$ cat config.mk
export PLATFORM = sky130hd
export DESIGN_NAME = rib_arbiter
export DESIGN_NICKNAME = d
export VERILOG_FILES = /design/src/rtl/rib_arbiter_pkg.sv /design/src/rtl/rib_rr_pick.sv /design/src/rtl/rib_arbiter.sv
export SDC_FILE = /design/constraint.sdc
export NUM_CORES = 1
export LEC_CHECK = 0
export CORE_ASPECT_RATIO = 0.9
export CORE_MARGIN = 3
export CORE_UTILIZATION = 37
export DETAILED_ROUTE_END_ITERATION = 12
export GPL_TIMING_DRIVEN = 1
export PLACE_DENSITY = 0.78
export SETUP_SLACK_MARGIN = 0.3
export SLEW_MARGIN = 30
export SYNTH_ARGS = -nofsm -noshare
export SYNTH_HDL_FRONTEND = slang
export SYNTH_SLANG_ARGS = --single-unit
$ cat constraint.sdc
create_clock -name clk -period 2.6 [get_ports clk]
set_clock_uncertainty 0.1 [all_clocks]
set_input_delay 0.52 -clock clk [delete_from_list [all_inputs] [get_ports clk]]
set_output_delay 0.52 -clock clk [all_outputs]
set_load 0.05 [all_outputs]
$ cat src/rtl/rib_arbiter_pkg.sv
// Shared definitions for the RIB bus arbiter: bus widths, FSM encodings, constants.
package rib_arbiter_pkg;

  localparam int unsigned MemAddrBus = 32;
  localparam int unsigned MemBus     = 32;
  localparam int unsigned NumMst     = 3;
  localparam int unsigned MstIdxW    = 2;

  localparam logic [MemBus-1:0] ZeroWord    = '0;
  localparam logic [MemBus-1:0] DeadBeef    = 32'hDEADBEEF;
  localparam logic              HoldEnable  = 1'b1;
  localparam logic              HoldDisable = 1'b0;

  typedef enum logic [1:0] {
    RibArbIdle = 2'd0,
    RibArbBusy = 2'd1,
    RibArbResp = 2'd2
  } rib_arb_state_e;

endpackage

$ cat src/rtl/rib_rr_pick.sv
// Combinational round-robin picker: search starts at last_grant+1 (mod 3).
module rib_rr_pick
  import rib_arbiter_pkg::*;
(
  input  logic [NumMst-1:0]  req,
  input  logic [MstIdxW-1:0] last_grant,
  output logic [NumMst-1:0]  grant_oh_c,
  output logic [MstIdxW-1:0] grant_idx_c
);

  logic [MstIdxW-1:0] cand;
  logic               found;

  // First requester in rotated priority order wins.
  always_comb begin
    grant_oh_c  = '0;
    grant_idx_c = '0;
    found       = 1'b0;
    cand        = '0;
    for (int i = 0; i < int'(NumMst); i++) begin
      cand = MstIdxW'((32'(last_grant) + 32'(i) + 32'd1) % NumMst);
      if (!found && req[cand]) begin
        found            = 1'b1;
        grant_oh_c[cand] = 1'b1;
        grant_idx_c      = cand;
      end
    end
  end

endmodule

$ cat src/rtl/rib_arbiter.sv
// Three-master round-robin arbiter in front of the RIB bus, one outstanding
// transaction at a time. Optional slave-ack timeout: RIB_ARB_TIMEOUT_EN.
module rib_arbiter
  import rib_arbiter_pkg::*;
#(
  parameter int unsigned ADDR_W         = MemAddrBus,
  parameter int unsigned DATA_W         = MemBus,
  parameter int unsigned TIMEOUT_CYCLES = 16
) (
  input  logic              clk,
  input  logic              rst,
  input  logic              m0_req_i,
  input  logic              m0_we_i,
  input  logic [ADDR_W-1:0] m0_addr_i,
  input  logic [DATA_W-1:0] m0_data_i,
  output logic [DATA_W-1:0] m0_data_o,
  output logic              m0_ack_o,
  input  logic              m1_req_i,
  input  logic              m1_we_i,
  input  logic [ADDR_W-1:0] m1_addr_i,
  input  logic [DATA_W-1:0] m1_data_i,
  output logic [DATA_W-1:0] m1_data_o,
  output logic              m1_ack_o,
  input  logic              m2_req_i,
  input  logic              m2_we_i,
  input  logic [ADDR_W-1:0] m2_addr_i,
  input  logic [DATA_W-1:0] m2_data_i,
  output logic [DATA_W-1:0] m2_data_o,
  output logic              m2_ack_o,
  output logic              s_req_o,
  output logic              s_we_o,
  output logic [ADDR_W-1:0] s_addr_o,
  output logic [DATA_W-1:0] s_data_o,
  input  logic [DATA_W-1:0] s_data_i,
  input  logic              s_ack_i,
  output logic              err_o,
  output logic              hold_flag_o
);

  if ((TIMEOUT_CYCLES < 2) || (TIMEOUT_CYCLES > 255)) begin : g_bad_timeout
    $error("rib_arbiter: TIMEOUT_CYCLES must be within 2..255");
  end

  logic [NumMst-1:0]  req_vec, we_vec, pick_oh;
  logic [ADDR_W-1:0]  addr_arr [NumMst];
  logic [DATA_W-1:0]  wdata_arr [NumMst];
  logic [MstIdxW-1:0] pick_idx;

  rib_arb_state_e     state_q, state_d;
  logic [MstIdxW-1:0] grant_q, grant_d, last_q, last_d;
  logic               s_req_q, s_req_d, s_we_q, s_we_d;
  logic [ADDR_W-1:0]  s_addr_q, s_addr_d;
  logic [DATA_W-1:0]  s_data_q, s_data_d;
  logic [NumMst-1:0]  ack_q, ack_d;
  logic [DATA_W-1:0]  data_q [NumMst];
  logic [DATA_W-1:0]  data_d [NumMst];
`ifdef RIB_ARB_TIMEOUT_EN
  localparam logic [7:0] TimeoutLast = 8'(TIMEOUT_CYCLES - 1);
  logic [7:0] cnt_q, cnt_d;
  logic       err_q, err_d;
`endif

  assign req_vec      = {m2_req_i, m1_req_i, m0_req_i};
  assign we_vec       = {m2_we_i, m1_we_i, m0_we_i};
  assign addr_arr[0]  = m0_addr_i;
  assign addr_arr[1]  = m1_addr_i;
  assign addr_arr[2]  = m2_addr_i;
  assign wdata_arr[0] = m0_data_i;
  assign wdata_arr[1] = m1_data_i;
  assign wdata_arr[2] = m2_data_i;

  rib_rr_pick u_pick (
    .req         (req_vec),
    .last_grant  (last_q),
    .grant_oh_c  (pick_oh),
    .grant_idx_c (pick_idx)
  );

  // Next-state and next-output logic for IDLE -> BUSY -> RESP.
  always_comb begin
    state_d  = state_q;
    grant_d  = grant_q;
    last_d   = last_q;
    s_req_d  = s_req_q;
    s_we_d   = s_we_q;
    s_addr_d = s_addr_q;
    s_data_d = s_data_q;
    ack_d    = '0;
    data_d   = data_q;
`ifdef RIB_ARB_TIMEOUT_EN
    cnt_d    = cnt_q;
    err_d    = 1'b0;
`endif
    unique case (state_q)
      RibArbIdle: begin
        if (|req_vec) begin
          for (int i = 0; i < int'(NumMst); i++) begin
            if (pick_oh[i]) begin
              s_we_d   = we_vec[i];
              s_addr_d = addr_arr[i];
              s_data_d = wdata_arr[i];
            end
          end
          s_req_d = 1'b1;
          grant_d = pick_idx;
          last_d  = pick_idx;
          state_d = RibArbBusy;
`ifdef RIB_ARB_TIMEOUT_EN
          cnt_d   = '0;
`endif
        end
      end
      RibArbBusy: begin
        if (s_ack_i) begin
          for (int i = 0; i < int'(NumMst); i++) begin
            if (grant_q == MstIdxW'(i)) begin
              ack_d[i] = 1'b1;
              if (!s_we_q) data_d[i] = s_data_i;
            end
          end
          s_req_d = 1'b0;
          state_d = RibArbResp;
        end
`ifdef RIB_ARB_TIMEOUT_EN
        else if (cnt_q == TimeoutLast) begin
          for (int i = 0; i < int'(NumMst); i++) begin
            if (grant_q == MstIdxW'(i)) begin
              ack_d[i] = 1'b1;
              if (!s_we_q) data_d[i] = DATA_W'(DeadBeef);
            end
          end
          err_d   = 1'b1;
          s_req_d = 1'b0;
          state_d = RibArbResp;
        end else begin
          cnt_d = cnt_q + 8'd1;
        end
`endif
      end
      RibArbResp: state_d = RibArbIdle;
      default:    state_d = RibArbIdle;
    endcase
  end

  // State and registered outputs; reset abandons any transaction in flight.
  always_ff @(posedge clk or negedge rst) begin
    if (!rst) begin
      state_q  <= RibArbIdle;
      grant_q  <= '0;
      last_q   <= MstIdxW'(2);
      s_req_q  <= 1'b0;
      s_we_q   <= 1'b0;
      s_addr_q <= '0;
      s_data_q <= '0;
      ack_q    <= '0;
      for (int i = 0; i < int'(NumMst); i++) data_q[i] <= '0;
`ifdef RIB_ARB_TIMEOUT_EN
      cnt_q    <= '0;
      err_q    <= 1'b0;
`endif
    end else begin
      state_q  <= state_d;
      grant_q  <= grant_d;
      last_q   <= last_d;
      s_req_q  <= s_req_d;
      s_we_q   <= s_we_d;
      s_addr_q <= s_addr_d;
      s_data_q <= s_data_d;
      ack_q    <= ack_d;
      data_q   <= data_d;
`ifdef RIB_ARB_TIMEOUT_EN
      cnt_q    <= cnt_d;
      err_q    <= err_d;
`endif
    end
  end

  assign s_req_o   = s_req_q;
  assign s_we_o    = s_we_q;
  assign s_addr_o  = s_addr_q;
  assign s_data_o  = s_data_q;
  assign m0_ack_o  = ack_q[0];
  assign m1_ack_o  = ack_q[1];
  assign m2_ack_o  = ack_q[2];
  assign m0_data_o = data_q[0];
  assign m1_data_o = data_q[1];
  assign m2_data_o = data_q[2];
`ifdef RIB_ARB_TIMEOUT_EN
  assign err_o     = err_q;
`else
  assign err_o     = 1'b0;
`endif

  // Stall the pipeline while a transaction is in flight or any master is asking.
  assign hold_flag_o = ((state_q != RibArbIdle) || (|req_vec)) ? HoldEnable : HoldDisable;

endmodule

# == Word-level counts from Yosys, hierarchy flattened ==
# Cells that the tools add are included.
# totals
reg_bits,171
in_bits,233
out_inout_bits,167
wordCells,94
# classes
n_addsub,4
div_mod_pow,3
order_cmp,6
n_eq_ne,5
mux,41
n_bitwise,3
reduce_logical,21
# op_table
cell,n
2-to-1 mux 32 bit,6
"modulo 32 x 2 -> 32 bit, second input constant",3
"adder 32 x 1 -> 32 bit, second input constant",2
2-to-1 mux 1 bit,17
2-to-1 mux 3 bit,5
AND reduction 4 bit,3
2-to-1 mux 2 bit,5
"less-than comparator 2 x 3 -> 1 bit, second input constant",3
binary-select mux 1 bit (select 2 bit),3
demux 1 bit (select 2 bit),3
">= comparator 2 x 1 -> 1 bit, second input constant",3
OR 3 bit,2
AND reduction 3 bit,2
logical AND 1 bit,5
"== test 2 x 1 -> 1 bit, second input constant",2
zero test 2 bit,2
"inequality test 2 bit, second input constant",2
one-hot mux 2 bit (2 select lines),1
AND reduction 2 bit,2
nonzero test 2 bit,2
"adder 2 x 1 -> 3 bit, second input constant",1
"adder 2 x 2 -> 3 bit, second input constant",1
nonzero test 3 bit,1
OR reduction 3 bit,1
5 further kinds,6

# == Logic depth before layout (Yosys ltp) ==
# Gate-level depths: netlist (run 1).
# logic_depth
depth_word,14
ltp_mapped,11
ltp_nobuf,8

# == Modules after synthesis ==
# A second synthesis (run 1) with hierarchy kept.
# hier_totals
cells_unflattened,624
area_unflattened_um2,8261.7
# modules_own_cells
module,instances,cells_each,area_per_inst_um2,seq_area_each_um2
rib_arbiter,1,589,7981.4,4255.3
rib_rr_pick,1,35,280.3,0.0

# == Least setup slack after synthesis (run 1) ==
# Ideal clock, no wire load.
# synth_timing
kind,flip-flop to flip-flop
startpoint,"reg, netlist name grant_q[0]"
endpoint,"reg s_addr_q[0], in the netlist s_addr_o[0]"
setup_time_ps,125
arrival_time_ps,2322
required_ps,2375
path_slack_ps,53
stages_incl_launch_ff,12
path_buffers,3
synth_period_minus_slack_ps,2547
cell_sequence,dfrtp_1 > inv_1 > ha_1 > buf_2 > nand3b_1 > o21a_1 > a31oi_1 > nand2_1 > o21ai_1 > buf_6 > buf_6 > mux2_4
# synth_lines
element,line_no,text
"end signal, assigned",rib_arbiter.sv:167,s_addr_q <= s_addr_d;
"end, declared",rib_arbiter.sv:52,"logic [ADDR_W-1:0] s_addr_q, s_addr_d;"

# == Worst setup path after layout (run 1) ==
# layout_timing
startpoint,in m1_req_i
endpoint,"reg s_data_q[12], in the netlist s_data_o[12]"
# layout_between
elab_chain_cells,11
word_cells_on_any_way,22
classes_between,13 x mux; 2 x bitwise; 7 x reduce/logical
# layout_rtl
element,line_no,text
"start, declared",rib_arbiter.sv:18,"input logic m1_req_i,"
binary-select mux 1 bit (select 2 bit),rib_rr_pick.sv:22,if (!found && req[cand]) begin
2-to-1 mux 1 bit (implied by the code),rib_rr_pick.sv:22,
2-to-1 mux 1 bit,rib_rr_pick.sv:22,
zero test 1 bit,rib_rr_pick.sv:22,
logical AND 1 bit,rib_rr_pick.sv:22,
2-to-1 mux 1 bit,rib_rr_pick.sv:22,
zero test 1 bit,rib_rr_pick.sv:22,
logical AND 1 bit,rib_rr_pick.sv:22,
2-to-1 mux 3 bit,rib_rr_pick.sv:22,
nonzero test 3 bit (no line) or 2-to-1 mux 32 bit (tied branches),-,
AND reduction 3 bit (no line) or 2-to-1 mux 32 bit (tied branches),-,
"end signal, assigned",rib_arbiter.sv:168,s_data_q <= s_data_d;
"end, declared",rib_arbiter.sv:53,"logic [DATA_W-1:0] s_data_q, s_data_d;"
# Several ways; a longest one is shown, not always the timed one. The select of a mux whose other input is x is not followed.
# A chain may end at the register's enable or synchronous reset.

==> run metrics, run 1 <==
Top Usage Layer GRT met2; via/cell ratio 5.05; crit share post-route 103%; initial antenna violation count 4; hold_sp s_req_o$_DFFE_PN0P_; Critical Path RT 2820 ps; core area 21000 µm²; final WL 30400 µm; ys async rst share 100%; post-synthesis register bit count 170; fillcell total 1552; max incr delay on CP 540 ps; root cell of the clock tree clkbuf_16; LEAKAGE 6.45 nW; DRC Markers 0; Worst Path Class, Setup input port to flop; layout cells sized above 1 29.4%; Period minus WS final 2670 ps; Die X 161 µm; max cap viols 0; met1 usage 27.0%; Num CTS Buffers 17; Post-synth EDFFs 0; RSZ-0062 raised after global routing true; failing checks negative setup slack; TritonCTS clock tree built; area of the multi-input gates 4020 µm²; final worst slack -70.9 ps; Power, Total 24.3 mW; maximum number of pins on one net before global-route repair 64; Buffers on Ports 398; dpl hpwl 20300 µm; Bufs on Longest Clock Path 2; CP endpoint kind flop; Worst Path Buf+Inv 6; crit-path leading delay family buffers and inverters; DP Area 12600 µm²; sequential cell area 4260 µm²; Die H 146 µm; hold path cells 2; All-Layer GR Usage 24.3%; # setup viols final 38; CP Max Fanout 15; Starting Density 38.1%; H-tree depth 4; DR WL/cell 20.9 µm; met2 GRT Util 43.9%; Slew headroom 59.9%; Hold Crit Endpoint s_req_o$_DFFE_PN0P_; crit path cell chain clkdlybuf4s50_1, buf_4, nand3b_1, nand3b_1, buf_4, a31o_4, buf_12, buf_12, buf_16, nand2_1, a31oi_4, mux2_4; Fmax 0.374 GHz; vias in the first global route 7509; post-route cell area 14600 µm²; # clock sinks 170; Slew Viols, Final 0; synthesized instance count 697; predominant post-synthesis flop cell dfrtp_1; GRT met3 Usage 6.37%; RR Endpoint s_addr_o[4]$_DFFE_PN0P_; 1st-iter DRT viols 262; GRT overflow 0; Final TNS setup -761 ps; worst skew pair latency 420 ps; worst slack at placement -305 ps; Cell Pwr Density 1670 nW/µm²; post-synthesis instance area 8010 µm²; Syn Area/Cell 11.5 µm²; Rows 50; Hold Crit Class flop to flop; status finished, violations left; Hold Vio Cnt, Final 0; DRT Pass-1 Iters 6; r2r setup slk -60 ps; IO Count 400; Yosys cell types 32; FF-to-FF path depth 11; routed via count 7326; Synthesized Nets 934; P&R area growth vs syn 81.7%; crit path DAT 2890 ps; Nets 1387; Slew @ Worst Pin 600 ps; DIE AREA 23500 µm²; Fin Hold WS 387 ps; crit path launch type input port; Worst-path clk slew 80 ps; first-pass GRT wire length 43700 µm; Crit Reg-Reg Startpoint last_q[1]$_DFFE_PN1P_; ANT nets after route 0; gpl congestion 0.823; IR Drop Worst-Case VDD 0.767 mV; YS warnings 0; Slowest cell on crit path clkdlybuf4s50_1; register area share after synthesis 53.1%
repair_timing:
action / 4_1_cts / 5_1_grt
gates resized for setup: 69 / 85
endpoints found under the hold margin: 54 / 0
pin swaps: 27 / 45
gates cloned: 14 / 5
hold buffers: 1 / 0
buffers inserted: 23 / 4
setup endpoints to repair: 71 / 74
sequential cells by signal, summed over array words and instances (netlist names):
| name | cells |
|---|---|
| m0_data_o | 32 |
| m1_data_o | 32 |
| m2_data_o | 32 |
| s_addr_o | 32 |
| s_data_o | 32 |
| ack_q | 3 |
| grant_q | 2 |
| state_q | 2 |
| last_q | 1 |
| s_req_o | 1 |
| s_we_o | 1 |
metrics by stage:
step / instances / utilization [%]
after floorplan: 697 / -
after global placement: 1370 / 59.9
after detailed placement: 1370 / 59.9
after CTS: 1439 / 66.6
after global routing: 1451 / 69.3
final: 1451 / 69.3
how the worst max path moves through the flow:
stage | from | endpoint | slack, ps | cells past startpoint
5_1_grt | last_q[1]$_DFFE_PN1P_ | s_addr_o[4]$_DFFE_PN0P_ | -140 | 11
4_1_cts | last_q[1]$_DFFE_PN1P_ | s_data_o[2]$_DFFE_PN0P_ | 5 | 9
2_1_floorplan | last_q[1]$_DFFE_PN1P_ | s_addr_o[0]$_DFFE_PN0P_ | 180 | 9
3_5_place_dp | m0_req_i | s_data_o[13]$_DFFE_PN0P_ | -310 | 9
6_report | m1_req_i | s_data_o[12]$_DFFE_PN0P_ | -70 | 12
3_3_place_gp | m1_req_i | s_addr_o[4]$_DFFE_PN0P_ | -240 | 8
worst min-delay path, stage by stage (launching register included):
cell and delay (ps):
dfrtp_1 350, nand2_1 50, nand2_1 50
layout make-up:
| type | instances | area share (%) |
|---|---|---|
| Clock inverter | 14 | 1.06 |
| Tap cell | 286 | 2.46 |
| Antenna cell | 3 | 0.0516 |
| Clock buffer | 17 | 2.92 |
| Inverter | 3 | 0.0773 |
| Sequential cell | 170 | 29.2 |
| Timing Repair Buffer | 482 | 36.6 |
| Multi-Input combinational cell | 476 | 27.6 |
cells in the mapped netlist (2+ instances only):
master / instances / share of area, %
mux2i_1: 3 / 0.37
inv_1: 3 / 0.14
buf_2: 17 / 1.1
mux2_2: 103 / 14
nor2b_1: 2 / 0.16
nand2_1: 138 / 6.5
mux2_4: 50 / 9.4
nand2b_1: 5 / 0.39
mux2_1: 8 / 1.1
o21a_1: 3 / 0.28
buf_1: 5 / 0.23
o21ai_0: 3 / 0.19
ha_1: 4 / 0.62
dfrtp_1: 169 / 53
o21ai_1: 2 / 0.12
clkbuf_1: 19 / 0.89
a31oi_1: 68 / 5.3
nor3_1: 4 / 0.25
nand3b_1: 5 / 0.47
buf_6: 6 / 0.84
nor2_1: 69 / 3.2
report_power, final:
group          total (mW)  switching [mW]  internal (mW)
clock                2.49            1.21           1.28
sequential           4.73           0.763           3.96
combinational        17.1            9.26           7.83
total                24.3            11.2           13.1
kinds of logic (layout without fill, tap and decap cells):
kind of cell	after synthesis	count (layout)	share of synthesized area, %
AND/OR/NAND/NOR	227	227	11.3
flip-flops	170	170	53.1
multiplexers	164	164	25.3
AO/OA/AOI/OAI	80	80	6.34
buffers and inverters	51	516	3.26
adder cells (fa/ha/maj)	4	4	0.625
other	1	4	0.0468
placed cells by master (no fill, tap or decap), types with 6 or more instances in the layout:
cell type          n
clkdlybuf4s50_1  381
dfrtp_1          169
nand2_1          105
mux2_2            94
nor2_1            64
mux2_4            59
a31oi_1           50
buf_4             30
clkbuf_16         22
nand2_2           21
buf_16            18
buf_6             16
buf_12            16
a31oi_4           12
nand2_4           12
mux2_1             8
dlymetal6s2s_1     8
dlygate4sd2_1      7
a31oi_2            6
per-layer routing:
| metal | vias up | routed length, µm |
|---|---|---|
| li1 | 3336 | - |
| met1 | 3565 | 11400 |
| met2 | 350 | 15700 |
| met3 | 73 | 2030 |
| met4 | 2 | 1260 |
| met5 | - | 13 |
Power figures use the tool's default switching activity.
==> run 2, diff against run 1 <==
Settings changed: CORE_AREA set to 3 3 153 155, CORE_ASPECT_RATIO 0.9 to unset, CORE_MARGIN 3 to unset, CORE_UTILIZATION 37 to unset, DIE_AREA set to 0 0 156 158, GPL_TIMING_DRIVEN 1 to 0, PLACE_DENSITY 0.78 to 0.73.
Clock period 2.6 ns to 2.7 ns, I/O delays scaled along.
==> run metrics, run 2 (synthesis gave the netlist of run 1 again) <==
status completed; Slew headroom 57.6% (-2.3 points); Slew Viols, Final 0 (unchanged); final WL 29100 µm (-4.0%); Crit Reg-Reg Startpoint last_q[1]$_DFFE_PN1P_; CP Max Fanout 5 (-10); # setup viols final 0 (-100%); routed via count 7064 (-3.6%); Hold Crit Class flop to flop; Bufs on Longest Clock Path 2 (unchanged); Fin Hold WS 389 ps (+1.44 ps); FF-to-FF path depth 10 (-1); Final TNS setup 0 ps (+761 ps); All-Layer GR Usage 22.0% (-2.3 points); gpl congestion 0.838 (+1.8%); DIE AREA 24600 µm² (+5.0%); Worst Path Class, Setup flop to flop; CP endpoint kind flop; Period minus WS final 2670 ps; Worst-path clk slew 70 ps (about the same); H-tree depth 4 (unchanged); maximum number of pins on one net before global-route repair 84 (+31%); crit path launch type flop; Nets 1382 (-0.36%); Final Non-Filler Cells 1438 (-0.90%); core area 22000 µm² (+4.5%); IR Drop Worst-Case VDD 0.643 mV (-16%); Cell Count Post-Placement 1377 (+0.51%); hold_sp m2_data_o[8]$_DFFE_PN0P_; Num CTS Buffers 17 (unchanged); Power, Total 22.2 mW (-8.9%); hold path cells 1 (-1); RSZ-0062 raised after global routing true; dpl hpwl 21800 µm (+7.1%); 1st-iter DRT viols 271 (+3.4%); layout cells sized above 1 26.0% (-3.4 points); vias in the first global route 7133 (-5.0%); crit share post-route 99.0%; GRT overflow 0 (unchanged); RR Endpoint s_addr_o[31]$_DFFE_PN0P_; Fmax 0.374 GHz; Hold Crit Endpoint m2_data_o[8]$_DFFE_PN0P_; first-pass GRT wire length 41100 µm (-6.0%); most common cell after layout, fill and taps aside clkdlybuf4s50_1; Cell Pwr Density 1590 nW/µm² (-4.8%); max cap viols 0 (unchanged); ANT nets after route 0 (unchanged); worst skew pair latency 420 ps (about the same); Slew @ Worst Pin 638 ps (+37.6 ps); TritonCTS clock tree built; DRT Pass-1 Iters 5 (-1); DR WL/cell 20.3 µm (-3.1%); Die H 158 µm (+8.5%); # clock sinks 170 (unchanged); initial antenna violation count 1 (-3); Buffers on Ports 398 (unchanged); r2r setup slk 30 ps (+90 ps); Critical Path RT 2900 ps (+80 ps); Rows 54 (+8.0%); P&R area growth vs syn 73.9%; root cell of the clock tree clkbuf_16; DRC Markers 0 (unchanged); Die X 156 µm (-3.2%); IO Count 400 (unchanged); Hold Vio Cnt, Final 0 (unchanged); LEAKAGE 6.15 nW (-4.6%); Starting Density 36.5% (-1.6 points); most frequent cells in the layout clkdlybuf4s50_1 (394), dfrtp_1 (168), nand2_1 (128), mux2_2 (93), nor2_1 (67); via/cell ratio 4.91 (-2.7%); crit path DAT 2880 ps (about the same)
==> run 2: changes by cell type in the layout (fill, tap and decap cells not counted), sizes merged <==
cell,delta
buf,-27
clkbuf,+19
clkdlybuf4s50,+13
dlymetal6s2s,-8
dlygate4sd2,-5
clkdlybuf4s15,+2
diode,-2
bufbuf,+1
clkinv,-1
inv,+1
==> run 2: worst max-delay path, stage by stage, from the launching register on <==
cell and delay [ps]:
dfstp_2 580, ha_4 220, buf_6 120, or3b_4 390, a31o_4 240, nand2_2 70, o21ai_4 60, buf_6 170
buf_12 140, clkbuf_16 160, mux2_4 290
==> run 2: worst max path at each step <==
stage          slack (ps)             startpoint                        to  cells past startpoint
5_1_grt               -40  last_q[1]$_DFFE_PN1P_  s_addr_o[31]$_DFFE_PN0P_                     11
2_1_floorplan         280  last_q[1]$_DFFE_PN1P_   s_addr_o[0]$_DFFE_PN0P_                      9
3_5_place_dp         -800               m2_req_i  s_addr_o[26]$_DFFE_PN0P_                      8
6_report               30  last_q[1]$_DFFE_PN1P_  s_addr_o[31]$_DFFE_PN0P_                     10
3_3_place_gp        -6180                    rst  s_data_o[25]$_DFFE_PN0P_                      1
4_1_cts                40  last_q[1]$_DFFE_PN1P_   s_addr_o[7]$_DFFE_PN0P_                     11
==> run 2: area by class of cell <==
cell class	instances	area [µm²]
diodes	1	2.50
well taps	280	350
plain buffers	48	509
fillers	1789	8020
repair buffers	429	4490
flip-flops and latches	170	4260
multi-input cells	476	3740
inverters	3	11.3
clock buffers	17	425
clock inverters	14	151
==> run 2: what timing repair did <==
action | CTS | global route
endpoints found under the hold margin | 19 | 0
setup buffers | 11 | 5
hold buffers | 1 | 0
setup endpoints to repair | 128 | 140
cloned | 6 | 6
resized for setup | 104 | 45
pin swaps | 14 | 15
==> run 2: stage by stage <==
step	setup slack, ps	utilization [%]	cell area, µm²
2_1_floorplan	279	-	8070
3_3_place_gp	-6180	56.5	12400
3_5_place_dp	-798	56.8	12500
4_1_cts	37.8	61.9	13600
5_1_grt	-41.1	63.5	13900
6_report	28.0	63.5	13900
==> run 2: layer usage <==
layer / global-route usage, % / up-vias / part of all wire (%)
li1: - / 3323 / -
met1: 24.8 / 3396 / 39
met2: 39.6 / 304 / 51
met3: 5.93 / 41 / 7.2
met4: 8.33 / 0 / 2.9
met5: 0 / - / 0
==> run 2: where the power goes <==
group	total, mW	internal (mW)	switching, mW
registers	4.50	3.82	0.682
clock network	2.39	1.23	1.16
logic	15.3	6.80	8.46
total	22.2	11.9	10.3
==> run 3, diff against run 2 <==
Settings changed: CORE_AREA 3 3 153 155 to unset, CORE_ASPECT_RATIO set to 0.9, CORE_MARGIN set to 3, CORE_UTILIZATION set to 30, DIE_AREA 0 0 156 158 to unset, PLACE_DENSITY 0.73 to unset.
==> run metrics, run 3 (synthesis gave the netlist of run 1 again) <==
status finished, violations left; failing checks negative setup slack; Crit Reg-Reg Startpoint last_q[1]$_DFFE_PN1P_; routed via count 7017 (-0.67%); Hold Vio Cnt, Final 0 (unchanged); DRT Pass-1 Iters 4 (-1); Hold Crit Class flop to flop; ANT nets after route 0 (unchanged); DIE AREA 28700 µm² (+16%); Rows 56 (+3.7%); Slew Viols, Final 0 (unchanged); Sequential Power Share 20.0% (-0.3 points); core area 26200 µm² (+19%); P_sw 10.5 mW (+2.0%); Die X 178 µm (+14%); Fin Hold WS 387 ps (-1.93 ps); Cell Pwr Density 1590 nW/µm² (+0.13%); dpl hpwl 22200 µm (+1.8%); IO Count 400 (unchanged); All-Layer GR Usage 20.1% (-1.8 points); final worst slack -27.5 ps (-55.5 ps); Sw Share 46.7% (+0.17 points); H-tree depth 4 (unchanged); TritonCTS clock tree built; r2r setup slk -30 ps (-60 ps); vias in the first global route 7226 (+1.3%); most common cell after layout, fill and taps aside clkdlybuf4s50_1; DR WL/cell 19.9 µm (-1.8%); max incr delay on CP 580 ps (about the same); first-pass GRT wire length 43800 µm (+6.6%); Starting Density 30.6% (-5.9 points); layout cells sized above 1 26.8% (+0.75 points); n_diodes 0 (-1); Worst-path clk slew 70 ps (about the same); via/cell ratio 4.65 (-5.4%); Num CTS Buffers 17 (unchanged); # clock sinks 170 (unchanged); Worst Path Class, Setup flop to flop; hold path cells 1 (unchanged); Bufs on Longest Clock Path 2 (unchanged); Buffers on Ports 398 (unchanged); Final TNS setup -270 ps (-270 ps); hold_sp m2_data_o[7]$_DFFE_PN0P_; fillcell total 2326 (+30%); Nets 1386 (+0.29%); Period minus WS final 2730 ps (+55.5 ps); P_int 12.0 mW (+1.3%); final WL 30100 µm (+3.2%); crit-path most repeated cell buf_6; Slew @ Worst Pin 605 ps (-33.0 ps); Fmax 0.367 GHz (-2.0%); P&R area growth vs syn 76.5%; sequential cell area 4260 µm² (unchanged); RSZ-0062 raised after global routing true; Slew headroom 59.5% (+1.9 points); DRC Markers 0 (unchanged); crit share post-route 101% (+2.1 points); crit-path leading delay family buffers and inverters; FF-to-FF path depth 12 (+2); worst skew pair latency 420 ps (about the same); Slowest cell on crit path dfstp_2; worst slack at placement -918 ps (-120 ps); max cap viols 0 (unchanged); 1st-iter DRT viols 247 (-8.9%); crit path cell chain ha_4, buf_6, buf_6, o21a_4, buf_6, nor2_4, a31oi_2, o21ai_4, buf_6, buf_12, clkbuf_16, mux2_4; crit path launch type flop; Critical Path RT 2910 ps (about the same); LEAKAGE 6.20 nW (+0.69%); gpl congestion 0.849 (+1.3%); CP endpoint kind flop; RR Endpoint s_addr_o[7]$_DFFE_PN0P_; Die H 161 µm (+1.9%); maximum number of pins on one net before global-route repair 78 (-7.1%); initial antenna violation count 1 (unchanged); most frequent cells in the layout clkdlybuf4s50_1 (395), dfrtp_1 (168), nand2_1 (125), mux2_2 (88), nor2_1 (66); area of the multi-input gates 3850 µm² (+2.8%); Gate power share 69.2% (+0.3 points); # setup viols final 17 (+17); clock power share 10.8% (about the same); CP Max Fanout 8 (+3); root cell of the clock tree clkbuf_16; crit path DAT 2930 ps (+50 ps); Hold Crit Endpoint m2_data_o[7]$_DFFE_PN0P_; Worst Path Buf+Inv 6 (+2); GRT overflow 0 (unchanged); IR Drop Worst-Case VDD 0.637 mV (-1.0%)
-- run 3: changes by cell type in the layout (fill, tap and decap cells not counted), moves of 2 or more --
cell             delta
clkbuf_2            -2
buf_8               -2
nand2_4             +3
clkdlybuf4s15_2     -2
inv_6               +3
buf_6               +4
mux2_2              -5
buf_2               +6
mux2_4              +5
a31oi_2             -3
nand2_1             -3
inv_8               -2
a31oi_4             +3
-- run 3: worst register-to-register path, stage by stage (launching register included) --
cell	delay (ps)
dfstp_2	580
ha_4	210
buf_6	130
buf_6	120
o21a_4	230
buf_6	130
nor2_4	80
a31oi_2	60
o21ai_4	200
buf_6	130
buf_12	160
clkbuf_16	180
mux2_4	290
-- run 3: power by group through the flow --
stage	Combinational (mW)	Clock [mW]	Sequential, mW
after global routing	16.3	2.64	4.66
after CTS	15.1	2.52	4.50
after floorplan	4.83	0	8.59
after detailed placement	13.3	0	4.53
final	15.6	2.44	4.50
after global placement	13.2	0	4.50
-- run 3: worst max path at each step --
stage | cells after the start | end | from | slack, ps
floorplan | 9 | s_addr_o[0]$_DFFE_PN0P_ | last_q[1]$_DFFE_PN1P_ | 280
global placement | 1 | s_data_o[10]$_DFFE_PN0P_ | rst | -6440
detailed placement | 8 | s_addr_o[30]$_DFFE_PN0P_ | m2_req_i | -920
CTS | 11 | s_addr_o[3]$_DFFE_PN0P_ | last_q[1]$_DFFE_PN1P_ | 20
global route | 12 | s_addr_o[7]$_DFFE_PN0P_ | last_q[1]$_DFFE_PN1P_ | -80
finish | 12 | s_addr_o[7]$_DFFE_PN0P_ | last_q[1]$_DFFE_PN1P_ | -30
-- run 3: final cells by class --
cell class                      instances  share of cell area, %
Buffer                                 48                   3.57
Clock buffer                           18                   3.03
Clock inverter                         14                   1.03
Inverter                                3                 0.0973
Multi-Input combinational cell        476                   27.2
Sequential cell                       170                   30.1
Tap cell                              348                   3.08
Timing Repair Buffer                  433                   31.9
-- run 3: per-layer routing --
metal  vias up  wire (µm)  track usage (%)
met5         -         13                0
met4         2        535             5.38
met3        27       2400             5.95
met2       277      14700             34.3
met1      3385      12400             24.8
li1       3326          -                -
-- run 3: timing repair --
action / in CTS / in global routing
setup endpoints to repair: 137 / 113
hold buffers: 1 / 0
buffers inserted: 18 / 2
hold endpoints to repair: 1 / 0
resized for setup: 129 / 44
gates cloned: 7 / 5
pin swaps: 12 / 12
-- run 3: metrics by stage --
stage / instance area, µm² / instances / util [%] / power, mW
after floorplan: 8070 / 697 / - / 13.4
after global placement: 12500 / 1443 / 47.7 / 17.7
after detailed placement: 12600 / 1445 / 47.9 / 17.9
after CTS: 13900 / 1503 / 52.9 / 22.1
after global routing: 14100 / 1510 / 54.0 / 23.6
final: 14100 / 1510 / 54.0 / 22.5
